===== src/rtl/sd_host_pkg.sv =====
// Shared SD host definitions: clock-generator FSM states, default divide counts
// and phase-length helpers.
package sd_host_pkg;

   localparam int unsigned SD_INIT_COUNT = 125;
   localparam int unsigned SD_MIN_COUNT  = 2;

   typedef enum logic [1:0] {
      SD_IDLE    = 2'd0,
      SD_HIGH    = 2'd1,
      SD_LOW     = 2'd2,
      SD_STOPPED = 2'd3
   } sd_clk_state_e;

   // High phase is the shorter half, so odd counts stretch the low phase.
   function automatic logic [15:0] sd_high_len(input logic [15:0] cnt);
      return {1'b0, cnt[15:1]};
   endfunction

   function automatic logic [15:0] sd_low_len(input logic [15:0] cnt);
      return cnt - {1'b0, cnt[15:1]};
   endfunction

endpackage


===== src/rtl/sd_clk_phase_counter.sv =====
// Loadable 16-bit down-counter; expire is high while the count sits at zero,
// so loading N-1 yields a phase of N clk cycles.
module sd_clk_phase_counter (
   input  logic        clk,
   input  logic        reset,
   input  logic        load,
   input  logic [15:0] load_val,
   output logic        expire
);

   logic [15:0] cnt_q, cnt_d;

   always_comb begin
      cnt_d = cnt_q;
      if (load)
         cnt_d = load_val;
      else if (cnt_q != 16'd0)
         cnt_d = cnt_q - 16'd1;
   end

   always_ff @(posedge clk or negedge reset) begin
      if (!reset)
         cnt_q <= 16'd0;
      else
         cnt_q <= cnt_d;
   end

   assign expire = (cnt_q == 16'd0);

endmodule


===== src/rtl/sd_clk_gen.sv =====
// SD card clock divider with glitch-free count switching at LOW-phase ends.
// Define SD_CLK_STOP_EN to enable the stop_req flow-control park state.
module sd_clk_gen
   import sd_host_pkg::*;
#(
   parameter int unsigned INIT_COUNT = SD_INIT_COUNT,
   parameter int unsigned MIN_COUNT  = SD_MIN_COUNT
) (
   input  logic        clk,
   input  logic        reset,
   input  logic [15:0] count,
   input  logic        ok,
   input  logic        err,
   input  logic        clk_en,
   input  logic        stop_req,
   output logic        sd_clk,
   output logic        sd_rise,
   output logic        sd_fall,
   output logic        switched,
   output logic        cfg_err,
   output logic [15:0] cur_count
);

   sd_clk_state_e state_q, state_d;
   logic          sd_clk_q, sd_clk_d;
   logic          sd_rise_q, sd_rise_d;
   logic          sd_fall_q, sd_fall_d;
   logic          switched_q, switched_d;
   logic          cfg_err_q, cfg_err_d;
   logic          pend_vld_q, pend_vld_d;
   logic [15:0]   pend_q, pend_d;
   logic [15:0]   cur_count_q, cur_count_d;

   logic          stop_w;
   logic          expire;
   logic          load;
   logic [15:0]   load_val;
   logic [15:0]   eff_count;
   logic          apply;

`ifdef SD_CLK_STOP_EN
   assign stop_w = stop_req;
`else
   logic unused_stop_req;
   assign unused_stop_req = stop_req;
   assign stop_w          = 1'b0;
`endif

   // A pending count only lands where no phase is in flight.
   assign apply     = pend_vld_q && ((state_q == SD_IDLE) || (state_q == SD_STOPPED) ||
                                     ((state_q == SD_LOW) && expire));
   assign eff_count = apply ? pend_q : cur_count_q;

   always_comb begin
      state_d     = state_q;
      sd_clk_d    = sd_clk_q;
      sd_rise_d   = 1'b0;
      sd_fall_d   = 1'b0;
      load        = 1'b0;
      load_val    = sd_high_len(eff_count) - 16'd1;
      switched_d  = apply;
      cur_count_d = eff_count;

      case (state_q)
         SD_IDLE: begin
            if (clk_en) begin
               state_d   = SD_HIGH;
               sd_clk_d  = 1'b1;
               sd_rise_d = 1'b1;
               load      = 1'b1;
            end
         end
         SD_HIGH: begin
            if (expire) begin
               state_d   = SD_LOW;
               sd_clk_d  = 1'b0;
               sd_fall_d = 1'b1;
               load      = 1'b1;
               load_val  = sd_low_len(eff_count) - 16'd1;
            end
         end
         SD_LOW: begin
            if (expire) begin
               if (!clk_en) begin
                  state_d = SD_IDLE;
               end else if (stop_w) begin
                  state_d = SD_STOPPED;
               end else begin
                  state_d   = SD_HIGH;
                  sd_clk_d  = 1'b1;
                  sd_rise_d = 1'b1;
                  load      = 1'b1;
               end
            end
         end
         SD_STOPPED: begin
            if (!clk_en) begin
               state_d = SD_IDLE;
            end else if (!stop_w) begin
               state_d   = SD_HIGH;
               sd_clk_d  = 1'b1;
               sd_rise_d = 1'b1;
               load      = 1'b1;
            end
         end
         default: begin
            state_d  = SD_IDLE;
            sd_clk_d = 1'b0;
         end
      endcase
   end

   // err wins over a coincident ok; a legal ok clears the sticky error.
   always_comb begin
      pend_vld_d = apply ? 1'b0 : pend_vld_q;
      pend_d     = pend_q;
      cfg_err_d  = cfg_err_q;
      if (err) begin
         cfg_err_d = 1'b1;
      end else if (ok) begin
         if (count >= 16'(MIN_COUNT)) begin
            cfg_err_d  = 1'b0;
            pend_d     = count;
            pend_vld_d = 1'b1;
         end else begin
            cfg_err_d = 1'b1;
         end
      end
   end

   always_ff @(posedge clk or negedge reset) begin
      if (!reset) begin
         state_q     <= SD_IDLE;
         sd_clk_q    <= 1'b0;
         sd_rise_q   <= 1'b0;
         sd_fall_q   <= 1'b0;
         switched_q  <= 1'b0;
         cfg_err_q   <= 1'b0;
         pend_vld_q  <= 1'b0;
         pend_q      <= 16'd0;
         cur_count_q <= 16'(INIT_COUNT);
      end else begin
         state_q     <= state_d;
         sd_clk_q    <= sd_clk_d;
         sd_rise_q   <= sd_rise_d;
         sd_fall_q   <= sd_fall_d;
         switched_q  <= switched_d;
         cfg_err_q   <= cfg_err_d;
         pend_vld_q  <= pend_vld_d;
         pend_q      <= pend_d;
         cur_count_q <= cur_count_d;
      end
   end

   sd_clk_phase_counter u_phase (
      .clk      (clk),
      .reset    (reset),
      .load     (load),
      .load_val (load_val),
      .expire   (expire)
   );

   assign sd_clk    = sd_clk_q;
   assign sd_rise   = sd_rise_q;
   assign sd_fall   = sd_fall_q;
   assign switched  = switched_q;
   assign cfg_err   = cfg_err_q;
   assign cur_count = cur_count_q;

endmodule


===== config.mk =====
export PLATFORM = sky130hd
export DESIGN_NAME = sd_clk_gen
export DESIGN_NICKNAME = d
export VERILOG_FILES = /design/src/rtl/sd_host_pkg.sv /design/src/rtl/sd_clk_phase_counter.sv /design/src/rtl/sd_clk_gen.sv
export SDC_FILE = /design/constraint.sdc
export NUM_CORES = 1
export LEC_CHECK = 0
export ABC_CLOCK_PERIOD_IN_PS = 8200
export BUFFER_PORTS_ARGS = -buffer_cell sky130_fd_sc_hd__buf_2
export CAP_MARGIN = 20
export CORE_ASPECT_RATIO = 0.5
export CORE_UTILIZATION = 50
export DETAILED_ROUTE_END_ITERATION = 12
export PLACE_DENSITY = 0.7
export SYNTH_ARGS = -nofsm -noshare
export SYNTH_HDL_FRONTEND = slang
export SYNTH_SLANG_ARGS = --single-unit
export TNS_END_PERCENT = 10

===== constraint.sdc =====
create_clock -name clk -period 8.2 [get_ports clk]
set_input_delay 2.46 -clock clk [delete_from_list [all_inputs] [get_ports clk]]
set_output_delay 2.46 -clock clk [all_outputs]
set_load 0.03 [all_outputs]

# Yosys cells after proc, flatten, opt, wreduce, memory -nomap -nowiden
# Index checks and enable logic that the tools add are counted.
# totals
reg_bits	56
input_bits	22
output_inout_bits	21
# classes
add_sub_neg	4
n_lt_le_gt_ge	1
eq_ne	6
n_mux	27
bitwise	1
n_reduce_logical	13
# op_table
op	count
two-way mux 16 bit	5
subtractor 16 x 1 -> 16 bit, second input constant	2
greater-or-equal comparator 16 x 2 -> 1 bit, second input constant	1
logical NOT 16 bit	1
nonzero test 16 bit	1
subtractor 15 x 1 -> 16 bit, second input constant	1
subtractor 16 x 15 -> 16 bit	1
two-way mux 1 bit	15
one-hot mux 2 bit (4 select lines)	1
two-way mux 2 bit	3
inequality test 2 bit, second input constant	3
one-hot mux 1 bit (3 select lines)	2
AND reduction 3 bit	2
equality test 2 bit, second input constant	2
nonzero test 2 bit	2
equality test 2 x 1 -> 1 bit, second input constant	1
logical AND 1 bit	2
logical NOT 2 bit	1
logical OR 1 bit	2
one-hot mux 1 bit (2 select lines)	1
AND reduction 2 bit	1
OR reduction 2 bit	1
inverter 1 bit	1

# Longest topological paths before layout
# Gate-level depths: netlist of the first run.
# logic_depth
ltp_word	10
ltp_mapped	18

# By module
# A second synthesis of the first run with hierarchy kept.
# hier_totals
hier_cells	409
area_unflattened_um2	4038.9
# modules_own_cells
mod	instances	cells_each	area_each_um2
sd_clk_gen	1	305	3032.9
sd_clk_phase_counter	1	104	1006.0

# Worst setup path before layout of the first run
# Ideal clock, no wire load.
# synth_timing
kind	input -> register
from	in err
to	reg pend_q[10]
setup_time_ns	0.125
arrival_time_ns	3.866
t_required_ns	8.075
path_slack_ns	4.210
stages	4
path_buffers	1
cell_sequence	nand2b_1 -> a41oi_1 -> clkbuf_1 -> mux2_2
# synth_via
elab_chain_cells	2
# synth_lines
element	line	text
from (decl)	sd_clk_gen.sv:13	input logic err,
inverter 1 bit (no line)	n/a	
AND reduction 3 bit (no line)	n/a	
to (signal assigned)	sd_clk_gen.sv:150	pend_q <= pend_d;
to (decl)	sd_clk_gen.sv:31	logic [15:0] pend_q, pend_d;
# No other way between the ends.
# A chain may end at the register's enable or synchronous reset.

# Worst setup path in the final report of the first run
# layout_timing
from	reg u_phase.cnt_q[8]
to	reg u_phase.cnt_q[12]
# layout_via
elab_chain_cells	10
word_cells_on_any_way	18
classes_between	add/sub: 4; mux: 8; reduce/logical: 6
# layout_lines
element	line	text
from (decl)	sd_clk_phase_counter.sv:11	logic [15:0] cnt_q, cnt_d;
from (signal assigned)	sd_clk_phase_counter.sv:25	cnt_q <= cnt_d;
logical NOT 16 bit *	sd_clk_phase_counter.sv:28	assign expire = (cnt_q == 16'd0);
logical AND 1 bit *	sd_clk_gen.sv:51	((state_q == SD_LOW) && expire));
logical OR 1 bit *	sd_clk_gen.sv:50	assign apply = pend_vld_q && ((state_q == SD_IDLE) || (state_q == SD_STOPPED) ||
logical AND 1 bit *	sd_clk_gen.sv:50	
two-way mux 16 bit *	sd_clk_gen.sv:52	assign eff_count = apply ? pend_q : cur_count_q;
named net cur_count_d[1]	sd_clk_gen.sv:32	logic [15:0] cur_count_q, cur_count_d;
subtractor 16 x 15 -> 16 bit	sd_host_pkg.sv:21	return cnt - {1'b0, cnt[15:1]};
subtractor 16 x 1 -> 16 bit	sd_clk_gen.sv:79	load_val = sd_low_len(eff_count) - 16'd1;
two-way mux 16 bit	sd_clk_gen.sv:74	if (expire) begin
two-way mux 16 bit *	sd_clk_gen.sv:64	case (state_q)
two-way mux 16 bit *	sd_clk_phase_counter.sv:15	if (load)
# The timed path passes the listed nets; every way through them passes the cells marked *. The select of a mux whose other input is x is not followed.

==> results of run 1 <==
path summary, 6_finish.rpt:
path | cells past startpoint | to | slack (ns) | from
max | 15 | u_phase.cnt_q[12] | 3.89 | u_phase.cnt_q[8]
min | 2 | cfg_err | 0.51 | cfg_err
max reg2reg | 15 | u_phase.cnt_q[12] | 3.89 | u_phase.cnt_q[8]
min reg2reg | 2 | cfg_err | 0.51 | cfg_err
max in group asynchronous | 2 | cur_count[15] | 5.43 | reset
min in group asynchronous | 2 | switched | 2.31 | reset
final cells by class:
| class | instances | share of cell area, % |
|---|---|---|
| Timing Repair Buffer | 44 | 5.24 |
| Inverter | 29 | 2.43 |
| Sequential cell | 56 | 31.4 |
| Multi-Input combinational cell | 330 | 54.4 |
| Tap cell | 108 | 3.01 |
| Clock buffer | 8 | 3.49 |
through the flow:
| step | hold WS, ns | std cells | cell area (um2) | worst slack, ns | util, % |
|---|---|---|---|---|---|
| after floorplan | 0.475 | 428 | 4020 | 4.21 | - |
| after global placement | 0.494 | 566 | 4320 | 3.78 | 57.2 |
| after detailed placement | 0.486 | 566 | 4320 | 3.76 | 57.2 |
| after CTS | 0.510 | 574 | 4470 | 3.92 | 59.3 |
| after global routing | 0.531 | 575 | 4490 | 3.59 | 59.5 |
| final | 0.511 | 575 | 4490 | 3.89 | 59.5 |
Yosys cell counts, drive strengths merged (10+ instances only):
cell type,instances
mux2,25
xnor2,22
nand2,27
a21oi,31
clkbuf,10
mux2i,20
o21ai,15
nand3,10
dfrtp,50
nor3,18
ha,29
nor2,39
xor2,14
inv,29
sequential cells by signal (all words and copies together) (netlist names):
signal	count
state_q	2
pend_vld_q	1
u_phase.cnt_q	16
sd_clk	1
pend_q	16
cur_count	16
sd_rise	1
sd_fall	1
switched	1
cfg_err	1
cell families (layout without fill, tap and decap cells):
kind of cell,after synthesis,after routing
AND/OR/NAND/NOR,130,130
AO/OA/AOI/OAI,90,90
flip-flops,56,56
multiplexers,45,45
buffers and inverters,42,81
XOR/XNOR,36,36
adder cells (fa/ha/maj),29,29
worst register-to-register path: cells and delay by family, from the launching register on:
family | cells | cell delay (ns)
and+or+nand+nor | 5 | 1.46
muxes | 2 | 0.65
adders and majority gates | 2 | 0.56
AOI/OAI and AO/OA | 4 | 0.56
buffers and inverters | 2 | 0.50
DFF | 1 | 0.44
cells in the final DEF (no fill, tap or decap), types with 4 or more instances in the layout:
cell,count
nor2_1,39
a22oi_1,7
a31oi_1,4
ha_1,29
dfstp_2,6
mux2_2,25
xnor2_1,22
clkbuf_16,5
dfrtp_1,50
buf_2,41
nand3_1,7
and3_1,5
nor3_1,17
o21ai_0,12
inv_1,29
xor2_1,14
and2_1,4
o211ai_1,4
nor4_1,6
nand2b_1,5
mux2i_1,20
a211oi_1,4
a21oi_1,31
nand2_1,27
metal layers:
metal	GRT usage [%]	vias to the layer above
met5	0	-
met4	5.15	0
met3	4.97	4
met2	33.6	53
met1	36.7	1534
li1	-	1607
==> results.sh, run 1 <==
export IMPL_cts_buffer_depth=2
export IMPL_netlist_area_mm2=0.00402
export IMPL_met3_length_um=389
export IMPL_fp_coreArea_mm2=0.00754
export IMPL_wire_per_inst_um=16.2
export IMPL_path_clk_slew_ns=0.07
export IMPL_min_path_type="reg2reg"
export IMPL_grt_pass1_vias=2973
export IMPL_cp_slowest_cell="or4_4"
export IMPL_multi_input_area_mm2=0.00244
export IMPL_synth_edff_count=0
export IMPL_antenna_cells=0
export IMPL_first_pass_iters=4
export IMPL_cts_tree="done"
export IMPL_final_setup_viol_count=0
export IMPL_clk_latency_ns=0.30
export IMPL_cts_buffers=5
export IMPL_synth_simple_area_share_pct=16.7
export IMPL_fmax_mhz=232
export IMPL_holdBufCountCts=0
export IMPL_cts_resized=0
export IMPL_grt_pass1_wl_mm=15.3
export IMPL_globalRouteTotalUtil_pct=23.8
export IMPL_synthAdderAreaFrac_pct=9.03
export IMPL_fp_dieH_um=65.4
export IMPL_wl_mm=9.31
export IMPL_io_buffers=41
export IMPL_synth_area_top_cells="dfrtp_1, ha_1, mux2_2"
export IMPL_synth_distinct_cells=55
export IMPL_start_util_pct=53.3
export IMPL_required_ns=8.36
export IMPL_postCtsSetupRepairBufs=0
export IMPL_status="completed"
export IMPL_row_count=22
export IMPL_drt_met1_wl_mm=5.11
export IMPL_max_cap_violations=0
export IMPL_max_slew_margin_rel_pct=40.0
export IMPL_drtIter0Drc=183
export IMPL_die_area_mm2=0.00842
export IMPL_fill_cells=675
export IMPL_routed_via_density=5.56
export IMPL_clk_root_buffer_cell="clkbuf_16"
export IMPL_clock_skew_ns=0.00554
export IMPL_cpMostUsedCell="ha_1"
export IMPL_post_route_period_util_pct=52.6
export IMPL_seq_area_mm2=0.00141
export IMPL_layout_min_cycle_time_ns=4.31
export IMPL_antenna_found_initial=0
export IMPL_cp_cell_sequence="nor4_4 > nand3_2 > o31ai_4 > buf_4 > mux2_2 > inv_1 > ha_1 > ha_1 > o2bb2ai_1 > mux2i_1 > or4_4 > nand3_1 > a21oi_1 > nor3_1 > o32ai_1"
export IMPL_start_kind="register"
export IMPL_rsz0062_at_grt="false"
export IMPL_synth_area_per_cell_um2=9.39
export IMPL_vias=3198
export IMPL_drive_gt1_share_pct=20.1
export IMPL_slew_violations=0
export IMPL_design_portCount=43
export IMPL_finalSetupTns_ns=0
export IMPL_critPathKind="reg2reg"
export IMPL_synth_ff_type="dfrtp_1"
export IMPL_cp_end_kind="register"
export IMPL_synthCells=428
export IMPL_synthArstFlopShare_pct=100
export IMPL_fin_nets=517
export IMPL_critical_path_top_delay_family="simple AND/OR/NAND/NOR gates"
export IMPL_gp_congestion=0.919
export IMPL_overflow=0
export IMPL_synth_top_area_share_pct=31.1
export IMPL_synth_compound_area_share_pct=15.0
export IMPL_clkSinkCount=56
export IMPL_hold_viol=0
export IMPL_synth_top_area_cell="dfrtp_1"
export IMPL_grt_start_max_net_pins=57
export IMPL_wl_met2_mm=3.76
export IMPL_worstMarginPinSlew_ns=0.900
export IMPL_drc=0
export IMPL_synth_top_family_by_area="simple AND/OR/NAND/NOR gates"
export IMPL_ys_warn_count=0
export IMPL_drtAntennaViolNets=0
export IMPL_synth_xor_area_share_pct=7.85
export IMPL_synth_seq_cells=56
export IMPL_highest_layer="met4"
export IMPL_fp_dieW_um=129
export IMPL_crit_fanout=32
export IMPL_area_delta_synth_final_pct=11.7
export IMPL_synth_nets=479
export IMPL_critPathMaxStageDelay_ns=0.56
export IMPL_path_buf_inv=2
export IMPL_dp_hpwl_mm=6.85
export IMPL_crit_arrival_ns=4.47
export IMPL_cts_max_level=2
export IMPL_synth_mux_area_share_pct=12.0
export IMPL_synth_seq_area_share_pct=35.1
Power of run 1 is left out: the tool's default activity adds up to more than one toggle a clock period on the data nets, which glitch-free logic cannot reach.
==> inputs of run 2 (changes only) <==
- ABC_CLOCK_PERIOD_IN_PS: 8200 -> 4200
- clock period: 8.2 -> 4.2 ns (I/O delays scaled with it)
==> results.sh, run 2 (synthesized netlist as in run 1, its figures left out) <==
export IMPL_routed_via_density=5.65
export IMPL_drtAntennaViolNets=0
export IMPL_gp_congestion=0.895
export IMPL_cts_buffer_depth=2
export IMPL_grt_start_max_net_pins=42
export IMPL_first_pass_iters=4
export IMPL_multi_input_area_mm2=0.00244
export IMPL_seq_area_mm2=0.00141
export IMPL_finalSetupTns_ns=0
export IMPL_worstMarginPinSlew_ns=0.931
export IMPL_overflow=0
export IMPL_status="completed"
export IMPL_cts_resized=0
export IMPL_grt_pass1_wl_mm=15.8
export IMPL_final_setup_viol_count=0
export IMPL_required_ns=4.36
export IMPL_final_area_mm2=0.00452
export IMPL_start_util_pct=53.3
export IMPL_placed_area_mm2=0.00437
export IMPL_antenna_cells=0
export IMPL_wire_per_inst_um=16.1
export IMPL_fp_coreArea_mm2=0.00754
export IMPL_drtIter0Drc=228
export IMPL_fp_dieW_um=129
export IMPL_layout_commonest_cell="dfrtp_1"
export IMPL_r2r_end="u_phase.cnt_q[12]"
export IMPL_fin_nets=524
export IMPL_drive_gt1_share_pct=20.9
export IMPL_hold_path_depth=1
export IMPL_globalRouteTotalUtil_pct=24.5
export IMPL_dp_hpwl_mm=7.14
export IMPL_cts_tree="done"
export IMPL_fp_dieH_um=65.4
export IMPL_crit_arrival_ns=3.99
export IMPL_fmax_mhz=261
export IMPL_postCtsSetupRepairBufs=0
export IMPL_cts_buffers=5
export IMPL_r2r_slack_ns=0.37
export IMPL_post_route_period_util_pct=91.1
export IMPL_design_portCount=43
export IMPL_drc=0
export IMPL_die_area_mm2=0.00842
export IMPL_fill_cells=669
export IMPL_holdBufCountCts=0
export IMPL_antenna_found_initial=0
export IMPL_io_buffers=41
export IMPL_clk_latency_ns=0.29
export IMPL_reg2reg_depth=14
export IMPL_cp_end_kind="register"
export IMPL_rr_startpoint="u_phase.cnt_q[8]"
export IMPL_grt_pass1_vias=3068
export IMPL_slew_violations=0
export IMPL_clk_root_buffer_cell="clkbuf_16"
export IMPL_layout_min_cycle_time_ns=3.83
export IMPL_cts_max_level=2
export IMPL_vias=3291
export IMPL_final_cell_mix="dfrtp_1, buf_2, nor2_1, a21oi_1"
export IMPL_wl_mm=9.38
export IMPL_worstHoldStart="pend_q[0]"
export IMPL_clkSinkCount=56
export IMPL_area_delta_synth_final_pct=12.4
export IMPL_clock_skew_ns=0.00917
export IMPL_max_cap_violations=0
export IMPL_row_count=22
export IMPL_min_to="pend_q[0]"
export IMPL_start_kind="register"
export IMPL_max_slew_margin_rel_pct=37.9
export IMPL_path_clk_slew_ns=0.07
export IMPL_rsz0062_at_grt="false"
export IMPL_min_path_type="reg2reg"
export IMPL_hold_viol=0
export IMPL_critPathKind="reg2reg"
export IMPL_crit_fanout=6
run 2: cell type report:
type                            instances  area share (%)
Clock buffer                            8            3.02
Inverter                               29            2.41
Multi-Input combinational cell        330            54.1
Sequential cell                        56            31.2
Tap cell                              108            2.99
Timing Repair Buffer                   51            6.29
run 2: worst max path at each step:
stage,startpoint,to,cells past startpoint
final,u_phase.cnt_q[8],u_phase.cnt_q[12],14
after global routing,u_phase.cnt_q[8],u_phase.cnt_q[12],13
after CTS,u_phase.cnt_q[8],u_phase.cnt_q[12],14
after detailed placement,u_phase.cnt_q[8],u_phase.cnt_q[12],14
after global placement,u_phase.cnt_q[8],u_phase.cnt_q[12],14
after floorplan,u_phase.cnt_q[8],u_phase.cnt_q[8],16
run 2: worst max-delay path: stages, from the launching register on:
cell       delay, ns
dfrtp_1         0.43
nor4_4          0.32
nand3_2         0.16
o31ai_4         0.29
mux2_2          0.44
inv_1           0.07
ha_1            0.24
ha_1            0.32
o2bb2ai_1       0.14
mux2i_1         0.14
or4_4           0.55
nand3_1         0.16
a21oi_1         0.09
nor3_1          0.21
o32ai_1         0.12
run 2: routing by layer:
metal,routed length [um],GRT usage (%),vias to the layer above
met5,0,0,-
met4,56,3.97,0
met3,504,3.99,8
met2,3690,34.1,80
met1,5120,39.4,1576
li1,-,-,1627
run 2: stage by stage:
step / setup WS [ns] / cells / hold slack, ns / util [%]
3_5_place_dp: 0.409 / 573 / 0.493 / 57.9
3_3_place_gp: 0.431 / 573 / 0.484 / 57.9
5_1_grt: 0.0725 / 582 / 0.533 / 59.9
6_report: 0.375 / 582 / 0.504 / 59.9
4_1_cts: 0.387 / 581 / 0.508 / 59.7
2_1_floorplan: 0.416 / 428 / 0.475 / -
Power of run 2 is left out for the same reason.
==> inputs of run 3 (changes only) <==
- CTS_BUF_LIST: not set -> sky130_fd_sc_hd__clkbuf_4 sky130_fd_sc_hd__clkbuf_8
==> results.sh, run 3 (synthesized netlist as in run 1, its figures left out) <==
export IMPL_postCtsSetupRepairBufs=0
export IMPL_status="completed"
export IMPL_gp_congestion=0.895
export IMPL_vias=3264
export IMPL_fp_dieW_um=129
export IMPL_slew_violations=0
export IMPL_hold_viol=0
export IMPL_clk_root_buffer_cell="clkbuf_8"
export IMPL_fp_coreArea_mm2=0.00754
export IMPL_cts_buffers=5
export IMPL_fmax_mhz=261
export IMPL_dp_slack_ns=0.409
export IMPL_area_delta_synth_final_pct=11.3
export IMPL_layout_min_cycle_time_ns=3.83
export IMPL_grt_pass1_wl_mm=15.6
export IMPL_grt_start_max_net_pins=42
export IMPL_rsz0062_at_grt="false"
export IMPL_cts_tree="done"
export IMPL_worstMarginPinSlew_ns=0.898
export IMPL_fin_nets=524
export IMPL_setup_slack_ns=0.372
export IMPL_cp_slowest_cell="or4_4"
export IMPL_max_slew_margin_rel_pct=40.1
export IMPL_cp_end_kind="register"
export IMPL_place_inst=573
export IMPL_required_ns=4.39
export IMPL_finalNonFillerCells=582
export IMPL_start_util_pct=53.3
export IMPL_overflow=0
export IMPL_drtIter0Drc=183
export IMPL_path_buf_inv=1
export IMPL_min_path_type="reg2reg"
export IMPL_max_cap_violations=0
export IMPL_cts_max_level=2
export IMPL_wl_mm=9.32
export IMPL_critical_path_top_delay_family="simple AND/OR/NAND/NOR gates"
export IMPL_clk_latency_ns=0.32
export IMPL_drive_gt1_share_pct=21.5
export IMPL_holdBufCountCts=0
export IMPL_crit_arrival_ns=4.02
export IMPL_cts_buffer_depth=2
export IMPL_critPathKind="reg2reg"
export IMPL_fp_dieH_um=65.4
export IMPL_antenna_found_initial=0
export IMPL_io_buffers=41
export IMPL_wire_per_inst_um=16.0
export IMPL_start_kind="register"
export IMPL_final_setup_viol_count=0
export IMPL_die_area_mm2=0.00842
export IMPL_routed_via_density=5.61
export IMPL_grt_pass1_vias=3044
export IMPL_layout_commonest_cell="dfrtp_1"
export IMPL_cp_cell_sequence="nor4_4 > nand3_2 > o31ai_4 > mux2_2 > inv_1 > ha_1 > ha_1 > o2bb2ai_1 > mux2i_1 > or4_4 > nand3_1 > a21oi_1 > nor3_1 > o32ai_1"
export IMPL_first_pass_iters=4
export IMPL_post_route_period_util_pct=91.1
export IMPL_clock_skew_ns=0.0131
export IMPL_cts_resized=0
export IMPL_critPathMaxStageDelay_ns=0.54
export IMPL_antenna_cells=0
export IMPL_design_portCount=43
export IMPL_globalRouteTotalUtil_pct=24.3
export IMPL_drc=0
export IMPL_clkSinkCount=56
export IMPL_cpMostUsedCell="ha_1"
export IMPL_row_count=22
export IMPL_path_clk_slew_ns=0.10
export IMPL_finalSetupTns_ns=0
export IMPL_crit_fanout=6
export IMPL_final_cell_mix="dfrtp_1, buf_2, nor2_1, a21oi_1"
export IMPL_dp_hpwl_mm=7.14
export IMPL_drtAntennaViolNets=0
-- run 3: changes by cell type in the layout (fill, tap and decap cells not counted) --
cell,before,now
clkbuf_1,3,0
clkbuf_8,0,5
clkbuf_16,5,0
clkbuf_4,0,3
-- run 3: metal layers --
metal	global-route usage (%)	share of wire (%)	vias up
met5	0	0	-
li1	-	-	1621
met2	33.2	39	86
met1	39.1	54	1552
met4	3.97	0.48	0
met3	4.64	6.2	5
-- run 3: final timing paths --
path	startpoint	endpoint	slack, ns	cells after the start
max	u_phase.cnt_q[8]	u_phase.cnt_q[12]	0.37	14
min in group asynchronous	reset	pend_q[5]	1.06	1
max reg2reg	u_phase.cnt_q[8]	u_phase.cnt_q[12]	0.37	14
min reg2reg	pend_q[0]	pend_q[0]	0.51	1
max in group asynchronous	reset	pend_q[12]	2.38	2
min	pend_q[0]	pend_q[0]	0.51	1
-- run 3: worst reg2reg max path: stages, from the launching register on --
cell and delay, ns:
dfrtp_1 0.45, nor4_4 0.32, nand3_2 0.16, o31ai_4 0.30, mux2_2 0.44, inv_1 0.07, ha_1 0.23, ha_1 0.31
o2bb2ai_1 0.15, mux2i_1 0.14, or4_4 0.55, nand3_1 0.17, a21oi_1 0.09, nor3_1 0.21, o32ai_1 0.12
-- run 3: stage by stage --
step / hold slack [ns] / instance area, um2 / util [%]
after floorplan: 0.475 / 4020 / -
after global placement: 0.484 / 4370 / 57.9
after detailed placement: 0.493 / 4370 / 57.9
after CTS: 0.514 / 4460 / 59.1
after global routing: 0.540 / 4470 / 59.3
final: 0.510 / 4470 / 59.3
-- run 3: final cells by class --
class	instances	area, um2
inverters	29	109
multi-input cells	330	2440
repair buffers	51	284
flip-flops and latches	56	1410
fillers	679	3070
well taps	108	135
clock buffers	8	91.3
Power of run 3 is left out for the same reason.
